$ cat src/rtl/ir_encoder_if.sv
// Handshake and LED-side signals of the pulse-distance IR transmitter.
// The master side requests frames; the slave side is the encoder.
interface ir_encoder_if;
  logic        enable;
  logic        start;
  logic [31:0] command;
  logic        busy;
  logic        done;
  logic        ir_env;
  logic        ir_out;

  modport master (
    output enable, start, command,
    input  busy, done, ir_env, ir_out
  );

  modport slave (
    input  enable, start, command,
    output busy, done, ir_env, ir_out
  );
endinterface

$ cat src/rtl/ir_encoder.sv
// Pulse-distance IR transmitter: leader, 32 LSB-first bit cells and a stop mark.
// All timing advances only on enabled ticks; the envelope is optionally carrier-modulated.
module ir_encoder #(
  parameter int unsigned T_LEAD_MARK  = 225000,
  parameter int unsigned T_START      = 337500,
  parameter int unsigned T_BIT0       = 28125,
  parameter int unsigned T_BIT1       = 56250,
  parameter int unsigned T_MARK       = 14000,
  parameter int unsigned CARRIER_HALF = 329,
  parameter int unsigned CARRIER_EN   = 1,
  parameter int unsigned INVERT       = 0,
  parameter int unsigned CW           = 21
) (
  input logic         clk,
  input logic         rst,
  ir_encoder_if.slave bus
);

  if (!(T_MARK < T_BIT0 && T_BIT0 < T_BIT1 && T_LEAD_MARK < T_START &&
        64'(T_START) < (64'd1 << CW) && CARRIER_HALF > 0 &&
        64'(CARRIER_HALF) < (64'd1 << CW))) begin : gen_param_check
    $error("ir_encoder: illegal timing parameters");
  end

  localparam logic [CW-1:0] DurLead   = CW'(T_LEAD_MARK);
  localparam logic [CW-1:0] DurLeadSp = CW'(T_START - T_LEAD_MARK);
  localparam logic [CW-1:0] DurMark   = CW'(T_MARK);
  localparam logic [CW-1:0] DurSp0    = CW'(T_BIT0 - T_MARK);
  localparam logic [CW-1:0] DurSp1    = CW'(T_BIT1 - T_MARK);
  localparam logic [CW-1:0] CarHalf   = CW'(CARRIER_HALF);
  localparam logic          CarrierOn = (CARRIER_EN != 0);
  localparam logic          InvBit    = (INVERT != 0);

  typedef enum logic [2:0] {
    StIdle,
    StLead,
    StLeadSp,
    StBitMark,
    StBitSp,
    StStop
  } state_e;

  state_e          state_q, state_d;
  logic [CW-1:0]   t_q, t_d;
  logic [31:0]     sr_q, sr_d;
  logic [4:0]      bit_cnt_q, bit_cnt_d;
  logic [CW-1:0]   car_cnt_q, car_cnt_d;
  logic            phase_q, phase_d;
  logic            busy_q, busy_d;
  logic            done_q, done_d;
  logic            env_q, env_d;
  logic            out_q, out_d;
  logic [CW-1:0]   dur;
  logic            last;
  logic            mark_d;

  always_comb begin
    state_d   = state_q;
    t_d       = t_q;
    sr_d      = sr_q;
    bit_cnt_d = bit_cnt_q;
    busy_d    = busy_q;
    done_d    = 1'b0;

    unique case (state_q)
      StLead:   dur = DurLead;
      StLeadSp: dur = DurLeadSp;
      StBitSp:  dur = sr_q[0] ? DurSp1 : DurSp0;
      default:  dur = DurMark;
    endcase
    last = (t_q == dur - CW'(1));

    if (state_q == StIdle) begin
      // start is honoured on any edge here, enabled or not
      if (bus.start) begin
        state_d   = StLead;
        sr_d      = bus.command;
        bit_cnt_d = '0;
        t_d       = '0;
        busy_d    = 1'b1;
      end
    end else if (bus.enable) begin
      if (last) begin
        t_d = '0;
        unique case (state_q)
          StLead:    state_d = StLeadSp;
          StLeadSp:  state_d = StBitMark;
          StBitMark: state_d = StBitSp;
          StBitSp: begin
            sr_d      = sr_q >> 1;
            bit_cnt_d = bit_cnt_q + 5'd1;
            state_d   = (bit_cnt_q == 5'd31) ? StStop : StBitMark;
          end
          default: begin
            state_d = StIdle;
            busy_d  = 1'b0;
            done_d  = 1'b1;
          end
        endcase
      end else begin
        t_d = t_q + CW'(1);
      end
    end
  end

  // Carrier phase restarts high at every mark entry so each burst begins with light.
  always_comb begin
    mark_d    = (state_d == StLead) || (state_d == StBitMark) || (state_d == StStop);
    env_d     = mark_d;
    car_cnt_d = car_cnt_q;
    phase_d   = phase_q;
    if (mark_d && (state_d != state_q)) begin
      phase_d   = 1'b1;
      car_cnt_d = '0;
    end else if (!mark_d) begin
      phase_d   = 1'b0;
      car_cnt_d = '0;
    end else if (bus.enable) begin
      if (car_cnt_q == CarHalf - CW'(1)) begin
        phase_d   = ~phase_q;
        car_cnt_d = '0;
      end else begin
        car_cnt_d = car_cnt_q + CW'(1);
      end
    end
    out_d = (CarrierOn ? (env_d & phase_d) : env_d) ^ InvBit;
  end

  always_ff @(posedge clk or posedge rst) begin
    if (rst) begin
      state_q   <= StIdle;
      t_q       <= '0;
      sr_q      <= '0;
      bit_cnt_q <= '0;
      car_cnt_q <= '0;
      phase_q   <= 1'b0;
      busy_q    <= 1'b0;
      done_q    <= 1'b0;
      env_q     <= 1'b0;
      out_q     <= InvBit;
    end else begin
      state_q   <= state_d;
      t_q       <= t_d;
      sr_q      <= sr_d;
      bit_cnt_q <= bit_cnt_d;
      car_cnt_q <= car_cnt_d;
      phase_q   <= phase_d;
      busy_q    <= busy_d;
      done_q    <= done_d;
      env_q     <= env_d;
      out_q     <= out_d;
    end
  end

  assign bus.busy   = busy_q;
  assign bus.done   = done_q;
  assign bus.ir_env = env_q;
  assign bus.ir_out = out_q;

endmodule
$ cat src/flat_wrapper.sv
// flat-port wrapper written by rule: the top's interface ports become plain ports
module ir_encoder_flat 
#(
  parameter int unsigned T_LEAD_MARK  = 225000,
  parameter int unsigned T_START      = 337500,
  parameter int unsigned T_BIT0       = 28125,
  parameter int unsigned T_BIT1       = 56250,
  parameter int unsigned T_MARK       = 14000,
  parameter int unsigned CARRIER_HALF = 329,
  parameter int unsigned CARRIER_EN   = 1,
  parameter int unsigned INVERT       = 0,
  parameter int unsigned CW           = 21
)
  (clk, rst, bus_enable, bus_start, bus_command, bus_busy, bus_done, bus_ir_env, bus_ir_out);
  ir_encoder_if bus_i ();
  input logic clk;
  input logic rst;
  input wire logic [$bits(bus_i.enable)-1:0] bus_enable;
  input wire logic [$bits(bus_i.start)-1:0] bus_start;
  input wire logic [$bits(bus_i.command)-1:0] bus_command;
  output wire logic [$bits(bus_i.busy)-1:0] bus_busy;
  output wire logic [$bits(bus_i.done)-1:0] bus_done;
  output wire logic [$bits(bus_i.ir_env)-1:0] bus_ir_env;
  output wire logic [$bits(bus_i.ir_out)-1:0] bus_ir_out;
  assign bus_i.enable = bus_enable;
  assign bus_i.start = bus_start;
  assign bus_i.command = bus_command;
  assign bus_busy = bus_i.busy;
  assign bus_done = bus_i.done;
  assign bus_ir_env = bus_i.ir_env;
  assign bus_ir_out = bus_i.ir_out;
  ir_encoder #(.T_LEAD_MARK(T_LEAD_MARK), .T_START(T_START), .T_BIT0(T_BIT0), .T_BIT1(T_BIT1), .T_MARK(T_MARK), .CARRIER_HALF(CARRIER_HALF), .CARRIER_EN(CARRIER_EN), .INVERT(INVERT), .CW(CW)) u_core (.clk(clk), .rst(rst), .bus(bus_i));
endmodule
$ cat config.mk
export PLATFORM = sky130hd
export DESIGN_NAME = ir_encoder_flat
export DESIGN_NICKNAME = d
export VERILOG_FILES = /design/src/rtl/ir_encoder_if.sv /design/src/rtl/ir_encoder.sv /design/src/flat_wrapper.sv
export SDC_FILE = /design/constraint.sdc
export NUM_CORES = 1
export LEC_CHECK = 0
export BUFFER_PORTS_ARGS = -buffer_cell sky130_fd_sc_hd__clkbuf_2
export CAP_MARGIN = 15
export CORE_MARGIN = 4
export CORE_UTILIZATION = 30
export CTS_BUF_LIST = sky130_fd_sc_hd__clkbuf_8 sky130_fd_sc_hd__clkbuf_16
export CTS_CLUSTER_SIZE = 8
export DETAILED_ROUTE_END_ITERATION = 10
export HOLD_SLACK_MARGIN = 0.06
export PLACE_DENSITY = 0.5
export REMOVE_ABC_BUFFERS = 1
export SKIP_CTS_REPAIR_TIMING = 1
export SLEW_MARGIN = 5
export SYNTH_ARGS = -nofsm -noshare
export SYNTH_HDL_FRONTEND = slang
export SYNTH_SLANG_ARGS = --single-unit
$ cat constraint.sdc
create_clock -name clk -period 5.8 [get_ports clk]
set_input_delay 1.16 -clock clk [delete_from_list [all_inputs] [get_ports clk]]
set_output_delay 1.16 -clock clk [all_outputs]
set_load 0.05 [all_outputs]
-- Yosys cells after proc, flatten, opt, wreduce, memory -nomap -nowiden
Cells that the tools add are included.
- output and inout port bits: 4
- bits in registers: 87
- equal/unequal tests: 14
- $add $sub $neg: 4
- reduce and logical (&&, ||, !) cells: 11
- bitwise logic cells: 2
- muxes and demuxes: 39
- operator list (kind ; number):
    $mux W21 ; 8
    $mux W32 ; 5
    $pmux W21 S3 ; 1
    $add A21 B1 Y21 const B ; 2
    $mux W5 ; 5
    $eq A21 B21 Y1 ; 1
    $eq A21 B9 Y1 const B ; 1
    $sub A21 B1 Y21 const B ; 1
    $mux W16 ; 1
    $mux W3 ; 5
    $mux W1 ; 13
    $pmux W3 S4 ; 1
    $eq A3 B2 Y1 const B ; 3
    $reduce_and A4 Y1 ; 2
    $eq A3 B1 Y1 const B ; 2
    $eq A3 B3 Y1 const B ; 2
    $reduce_bool A2 Y1 ; 3
    $add A5 B1 Y5 const B ; 1
    $eq A5 B5 Y1 const B ; 1
    $reduce_or A4 Y1 ; 1
    $logic_not A3 Y1 ; 1
    $ne A3 B3 Y1 ; 1
    $ne A3 B3 Y1 const B ; 1
    $logic_or A1 B1 Y1 ; 2
    6 further kinds ; 6

-- Depth between registers and ports, before layout
Gate-level depths: netlist (run 1).
- word-level depth: 13
- mapped depth: 11
- mapped depth without buffers: 10

-- Worst setup path before layout (run 1)
OpenSTA, ideal clock, no wires.
- path kind: input-to-reg
- start point: in bus_start
- end point: reg u_core.t_q[17]
- path slack: 2.929 ns
- arrival: 2.750 ns
- setup time: 0.121 ns
- stages on the path: 7
- cells stage by stage: nor4b_4 > a21oi_1 > or4b_2 > nor2b_1 > nand3_1 > xor2_1 > nor2_1
- word-level cells in the longest chain between the ends: 2
- ends and longest elaborated chain (what ; RTL line ; RTL):
    start, declared ; flat_wrapper.sv:19 ; input wire logic [$bits(bus_i.start)-1:0] bus_start;
    $ne A2 B2 Y1 (no source line) ; - ;
    $reduce_and A2 Y1 (no source line) ; - ;
    end signal, assigned ; ir_encoder.sv:143 ; t_q <= t_d;
    end, declared ; ir_encoder.sv:44 ; logic [CW-1:0] t_q, t_d;
Every way passes these cells.
A chain may end at the register's enable or synchronous reset.

-- Final worst setup path (run 1)
- start point: reg u_core.state_q[2]
- end point: reg u_core.sr_q[3]
- word-level cells in the longest chain between the ends: 6
- elaborated cells between the ends (all ways): 13
- those cells by class: add/sub: 1; eq/ne: 5; mux: 2; reduce/logical: 5
- ends and longest elaborated chain (what ; RTL line ; RTL):
    start, declared ; ir_encoder.sv:43 ; state_e state_q, state_d;
    start signal, assigned ; ir_encoder.sv:131 ; state_q <= StIdle;
    start signal, assigned ; ir_encoder.sv:142 ; state_q <= state_d;
    $eq A3 B3 Y1 (tied with other cells) ; ir_encoder.sv:65, ir_encoder.sv:85 ;
    $pmux W21 S3 ; ir_encoder.sv:65 ; unique case (state_q)
    $sub A21 B1 Y21 ; ir_encoder.sv:71 ; last = (t_q == dur - CW'(1));
    $eq A21 B21 Y1 ; ir_encoder.sv:71 ;
    $reduce_bool A2 Y1 (no source line) ; - ;
    $reduce_and A4 Y1 (no source line) ; - ;
    end signal, assigned ; ir_encoder.sv:144 ; sr_q <= sr_d;
    end, declared ; ir_encoder.sv:45 ; logic [31:0] sr_q, sr_d;
Parallel ways exist; a longest one is shown, timed or not.

==> results of run 1 <==
-- routing by layer --
layer	up-vias	global-route usage, %	share of wire [%]
li1	1832	-	-
met1	1814	17.1	49
met3	10	1.81	2.7
met2	62	19.1	47
met5	-	0	0
met4	0	4.00	1.3
-- sequential cells by signal (all words and copies together) (netlist names) --
signal and count:
u_core.bus.ir_out 1, u_core.car_cnt_q 21, u_core.bus.ir_env 1, u_core.bit_cnt_q 5
u_core.bus.done 1, u_core.bus.busy 1, u_core.sr_q 32, u_core.phase_q 1
u_core.state_q 3, u_core.t_q 21
-- cells by family after synthesis --
| kind of cell | count (synthesis) | synth area share, % |
|---|---|---|
| XOR/XNOR | 29 | 5.39 |
| AND/OR/NAND/NOR | 215 | 25.3 |
| buffers and inverters | 41 | 3.66 |
| adder cells (fa/ha/maj) | 6 | 1.59 |
| flip-flops | 87 | 46.2 |
| multiplexers | 4 | 0.850 |
| AO/OA/AOI/OAI | 103 | 17.0 |
-- report_power, final --
group          internal, uW  switching (uW)  leakage [uW]
Sequential              648            58.0       0.00118
Clock                   356             234      0.000152
Combinational          78.0            95.3       0.00103
Total                  1080             387       0.00236
-- cell usage after synthesis (6+ instances only) --
library cell	instances	share of area, %
a21oi_1	19	2.0
and3_1	11	1.5
buf_2	9	0.96
clkbuf_1	16	1.3
dfrtp_1	87	46
ha_1	6	1.6
inv_1	13	1.0
nand2_1	32	2.5
nand2b_1	34	4.5
nand3_1	24	2.5
nand4_1	14	1.9
nor2_1	46	3.7
nor2b_1	6	0.80
nor3_1	10	1.1
nor4_1	8	1.1
o21ai_0	26	2.8
o221a_2	31	7.4
xnor2_1	12	2.2
xor2_1	17	3.2
-- area by class of cell --
class | count | area, sq um | share of cell area, %
Multi-Input combinational cell | 357 | 2360 | 43.7
Clock inverter | 5 | 56.3 | 1.04
Sequential cell | 87 | 2180 | 40.3
Clock buffer | 11 | 253 | 4.67
Timing Repair Buffer | 45 | 240 | 4.44
Tap cell | 211 | 264 | 4.88
Inverter | 14 | 53.8 | 0.995
-- layout by cell type (no fill, tap or decap), drive strengths merged, types with 3 or more instances in the layout --
cell type  count
dfrtp         87
clkbuf        50
nor2          46
nand2b        34
nand2         32
o221a         31
o21ai         27
nand3         24
a21oi         19
xor2          17
nand4         14
inv           13
xnor2         12
and3          11
nor3          10
nor4           9
nor2b          6
ha             6
buf            6
or3            5
o211ai         5
and2           4
mux2i          4
clkinv         4
nor4b          4
a211o          3
or3b           3
-- worst min-delay path by stage --
stage                           to
3_5_place_dp   u_core.bit_cnt_q[4]
4_1_cts        u_core.bit_cnt_q[4]
2_1_floorplan      u_core.sr_q[31]
5_1_grt            u_core.sr_q[31]
3_3_place_gp   u_core.bit_cnt_q[4]
6_report       u_core.bit_cnt_q[4]
-- critical path, delay by kind of cell (launching register included) --
| kind | cells | cell delay, ns |
|---|---|---|
| xor+xnor | 1 | 0.14 |
| simple gates | 6 | 2.43 |
| compound gates | 2 | 0.58 |
| fa+ha+maj | 1 | 0.26 |
| flops | 1 | 0.82 |
-- per-stage QoR --
step	total power (uW)	utilization [%]
2_1_floorplan	833	-
3_3_place_gp	887	33.2
3_5_place_dp	892	33.2
4_1_cts	1490	35.3
5_1_grt	1550	35.3
6_report	1470	35.3
==> impl_metrics.toml, run 1 <==
[status]
outcome = "complete, no violations"

[critical_path]
r2r_cells = 10
worstSetupStartpointType = "flop"
crit_arrival_ns = 4.59
cpPeakStageDelay_ns = 0.94
r2r_slack_ns = 1.48
crit_path_cell_trace = "nand2b_1, or3_1, ha_1, nor2b_1, o32ai_2, xnor2_1, nor4_4, nand3_1, nand2_1, o221a_2"
startpoint = "u_core.state_q[2]"
timing.rr.end = "u_core.sr_q[3]"
path_class = "flop to flop"
cp_slowest_cell = "nand2_1"
endpoint_kind = "flop"
critPathRequiredTime_ns = 6.07
path_max_fanout = 34
r2r-start = "u_core.state_q[2]"
worstSetupEndpoint = "u_core.sr_q[3]"

[sta]
worst_clock_skew_ns = 0.0104
slew_viol_final = 0
hold_viol_final = 0
worstMarginPinSlew_ns = 1.13
max_freq_mhz = 231
period_minus_slack_ns = 4.32
whs_ns = 0.515
rsz0062_at_grt = "no"
finalSetupTns_ns = 0
slew_headroom_pct = 24.7
fin_ws_ns = 1.48
setup_viol = 0
timing.final.crit_share_pct = 74.6

[floorplanning]
initial_core_util_pct = 30.8
design.core.area_sq_um = 15300
dieHeight_um = 133
die_w_um = 133
row_count = 45
die_area_sq_um = 17800
ioPinCount = 40

[grt]
grt_overflow_total = 0
grt_pass1_wl_um = 18000
grt_use_total_pct = 12.1
grt_pass1_vias = 3616
grt_max_degree = 48
grt_antenna_before_repair = 0

[final_layout]
n_antenna_cell = 0
fin_cells = 730
drive_above_1_share_pct = 19.8
fin_area_sq_um = 5410
fin_nets = 556
syn2layout_area_growth_pct = 14.7
fillCellCount = 1602

[yosys]
yosys_most_used_dff = "dfrtp_1"
netlist_area_sq_um = 4710
yosys.cell_types.count = 56
ys_ff_latch = 87
synth_edf_count = 0
syn_avg_cell_area_sq_um = 9.72
syn_inst = 485
yosysSeqAreaShare_pct = 46.2
yosys_warnings = 0
async_flop_share_pct = 100

[clock_network]
clk_latency_ns = 0.33
numCtsBuffers = 9
cts.path.max_buffers = 2
htree_levels = 3
cts_tree = "done"
cts.clk_slew.worst_paths_ns = 0.06
cts_root_buffer = "clkbuf_16"
numClockSinks = 87

[placement]
port-buffer-count = 39
dp_cells = 713
place_area_sq_um = 5090
gp_congestion = 0.793
post-place-ws_ns = 1.47
dp_hpwl_um = 7350

[detailed_routing]
via_count = 3718
first_iter_violations = 225
drt_wl_total_um = 10600
ant_nets = 0
firstDrtPassIters = 5
drc = 0
wire_per_inst_um = 14.6
vias_per_cell = 5.09

[min_path]
hp-start = "u_core.bit_cnt_q[4]"
holdPathStages = 2
hold_path.class = "flop to flop"

[power_and_ir_drop]
powerDensity_nw_per_um2 = 272
power_leakage_uw = 0.00236
vdd_drop_max_mv = 0.120

[run]
maxCapViolCount = 0
No activity file was read; power rests on OpenSTA's default activity.
==> run 2: changes to the inputs <==
- clock period: 5.8 -> 4.21 ns (I/O delays scaled with it)
==> run 2 against run 1 <==
Combinational power is 39% higher. Register-to-register slack worse by 0.73 ns. Maximum frequency is 25% higher. Total power is 35% higher. Routed wire length is 1.5% higher. Flip-flop and latch count stayed put. Design area is 0.30% higher. Cell count is 0.68% higher. First-iteration DRC count is 11% lower. Highest routed layer unchanged.
==> impl_metrics.toml, run 2 (same netlist as run 1, synthesis figures left out) <==
[status]
outcome = "complete, no violations"

[final_layout]
fillCellCount = 1604
syn2layout_area_growth_pct = 15.1
final_cell_mix = "87 x dfrtp_1, 46 x nor2_1, 39 x clkbuf_2, 34 x nand2b_1, 32 x nand2_1"
final_common_cell = "dfrtp_1"
fin_nets = 562
fin_cells = 735
n_antenna_cell = 0
reg_top3 = "u_core.sr_q x32, u_core.car_cnt_q x21, u_core.t_q x21"
drive_above_1_share_pct = 20.2
largest_register_ff_count = 32
regMostFlops = "u_core.sr_q"

[critical_path]
cpPeakStageDelay_ns = 0.51
worstSetupStartpointType = "flop"
critPathRequiredTime_ns = 4.49
path_max_fanout = 34
crit_arrival_ns = 3.74
cpMostUsedCell = "buf_4"
path_class = "flop to flop"
crit_path_cell_trace = "buf_4, nand4bb_1, ha_1, nor2b_1, o32ai_2, xnor2_1, nor4_4, nand3_1, nand2_1, buf_4, o221a_2"
endpoint_kind = "flop"
cp_slowest_cell = "dfrtp_1"

[sta]
worst_clock_skew_ns = 0.00917
rsz0062_at_grt = "no"
slew_headroom_pct = 45.3
setup_viol = 0
slew_viol_final = 0
fin_ws_ns = 0.750
finalSetupTns_ns = 0
worstMarginPinSlew_ns = 0.817
period_minus_slack_ns = 3.46
timing.final.crit_share_pct = 82.2
hold_viol_final = 0
max_freq_mhz = 289

[detailed_routing]
first_iter_violations = 200
via_count = 3735
vias_per_cell = 5.08
firstDrtPassIters = 4
drt_wl_total_um = 10800
ant_nets = 0
wire_per_inst_um = 14.7
drc = 0

[power_and_ir_drop]
powerDensity_nw_per_um2 = 366
vdd_drop_max_mv = 0.199
power_leakage_uw = 0.00238
total_power_uw = 1990

[floorplanning]
initial_core_util_pct = 30.8
row_count = 45
design.core.area_sq_um = 15300
dieHeight_um = 133
die_w_um = 133
die_area_sq_um = 17800
ioPinCount = 40

[clock_network]
cts_root_buffer = "clkbuf_16"
clk_latency_ns = 0.34
cts_tree = "done"
cts.path.max_buffers = 2
numCtsBuffers = 9
cts.clk_slew.worst_paths_ns = 0.06
htree_levels = 3
numClockSinks = 87

[placement]
port-buffer-count = 39
dp_cells = 720
post-place-ws_ns = 0.777
dp_hpwl_um = 7530
gp_congestion = 0.793

[grt]
grt_pass1_wl_um = 18500
grt_use_total_pct = 12.6
grt_pass1_vias = 3754
grt_max_degree = 44
grt_antenna_before_repair = 0
grt_overflow_total = 0

[min_path]
hold_path.class = "flop to flop"

[run]
maxCapViolCount = 0
## run 2: cell count changes in the layout (fill, tap and decap cells not counted)
cell	before	now
buf_4	6	12
clkbuf_8	2	0
inv_1	12	14
clkinv_4	1	0
## run 2: worst paths after layout
kind	startpoint	endpoint	slack, ns	cells after the start
worst max-delay path	u_core.state_q[1]	u_core.sr_q[8]	0.75	11
worst min-delay path	u_core.bit_cnt_q[4]	u_core.bit_cnt_q[4]	0.52	2
worst max register to register	u_core.state_q[1]	u_core.sr_q[8]	0.75	11
worst min register to register	u_core.bit_cnt_q[4]	u_core.bit_cnt_q[4]	0.52	2
max in group asynchronous	rst	u_core.car_cnt_q[3]	2.82	3
min in group asynchronous	rst	u_core.sr_q[17]	0.60	2
## run 2: final cells by class
cell class	count	area, sq um	share of cell area [%]
repair buffers	51	285	5.26
multi-input cells	357	2360	43.6
clock buffers	9	225	4.15
flip-flops and latches	87	2180	40.1
well taps	211	264	4.87
inverters	14	53.8	0.992
clock inverters	6	55.1	1.01
## run 2: through the flow
stage | instance area [sq um] | utilization, % | hold WS [ns]
global route | 5420 | 35.4 | 0.569
detailed placement | 5140 | 33.6 | 0.510
global placement | 5140 | 33.6 | 0.509
floorplan | 4590 | - | 0.467
CTS | 5420 | 35.4 | 0.525
finish | 5420 | 35.4 | 0.518
## run 2: layer usage
layer | vias up | share of wire [%] | track usage, %
met5 | - | 0 | 0
met2 | 57 | 46 | 20.0
met1 | 1823 | 49 | 17.3
li1 | 1844 | - | -
met4 | 0 | 1.2 | 4.34
met3 | 11 | 3.2 | 2.38
## run 2: power by group
part	internal, uW	total [uW]	switching, uW
clock	450	775	325
combinational	109	240	131
sequential	893	971	78.5
## run 2: worst max-delay path: cells and delay by family (launching register included)
kind / cells / cell delay [ns]
simple gates: 5 / 1.39
flops: 1 / 0.51
compound gates: 2 / 0.46
buf+inv: 2 / 0.58
xor+xnor: 1 / 0.13
fa+ha+maj: 1 / 0.30
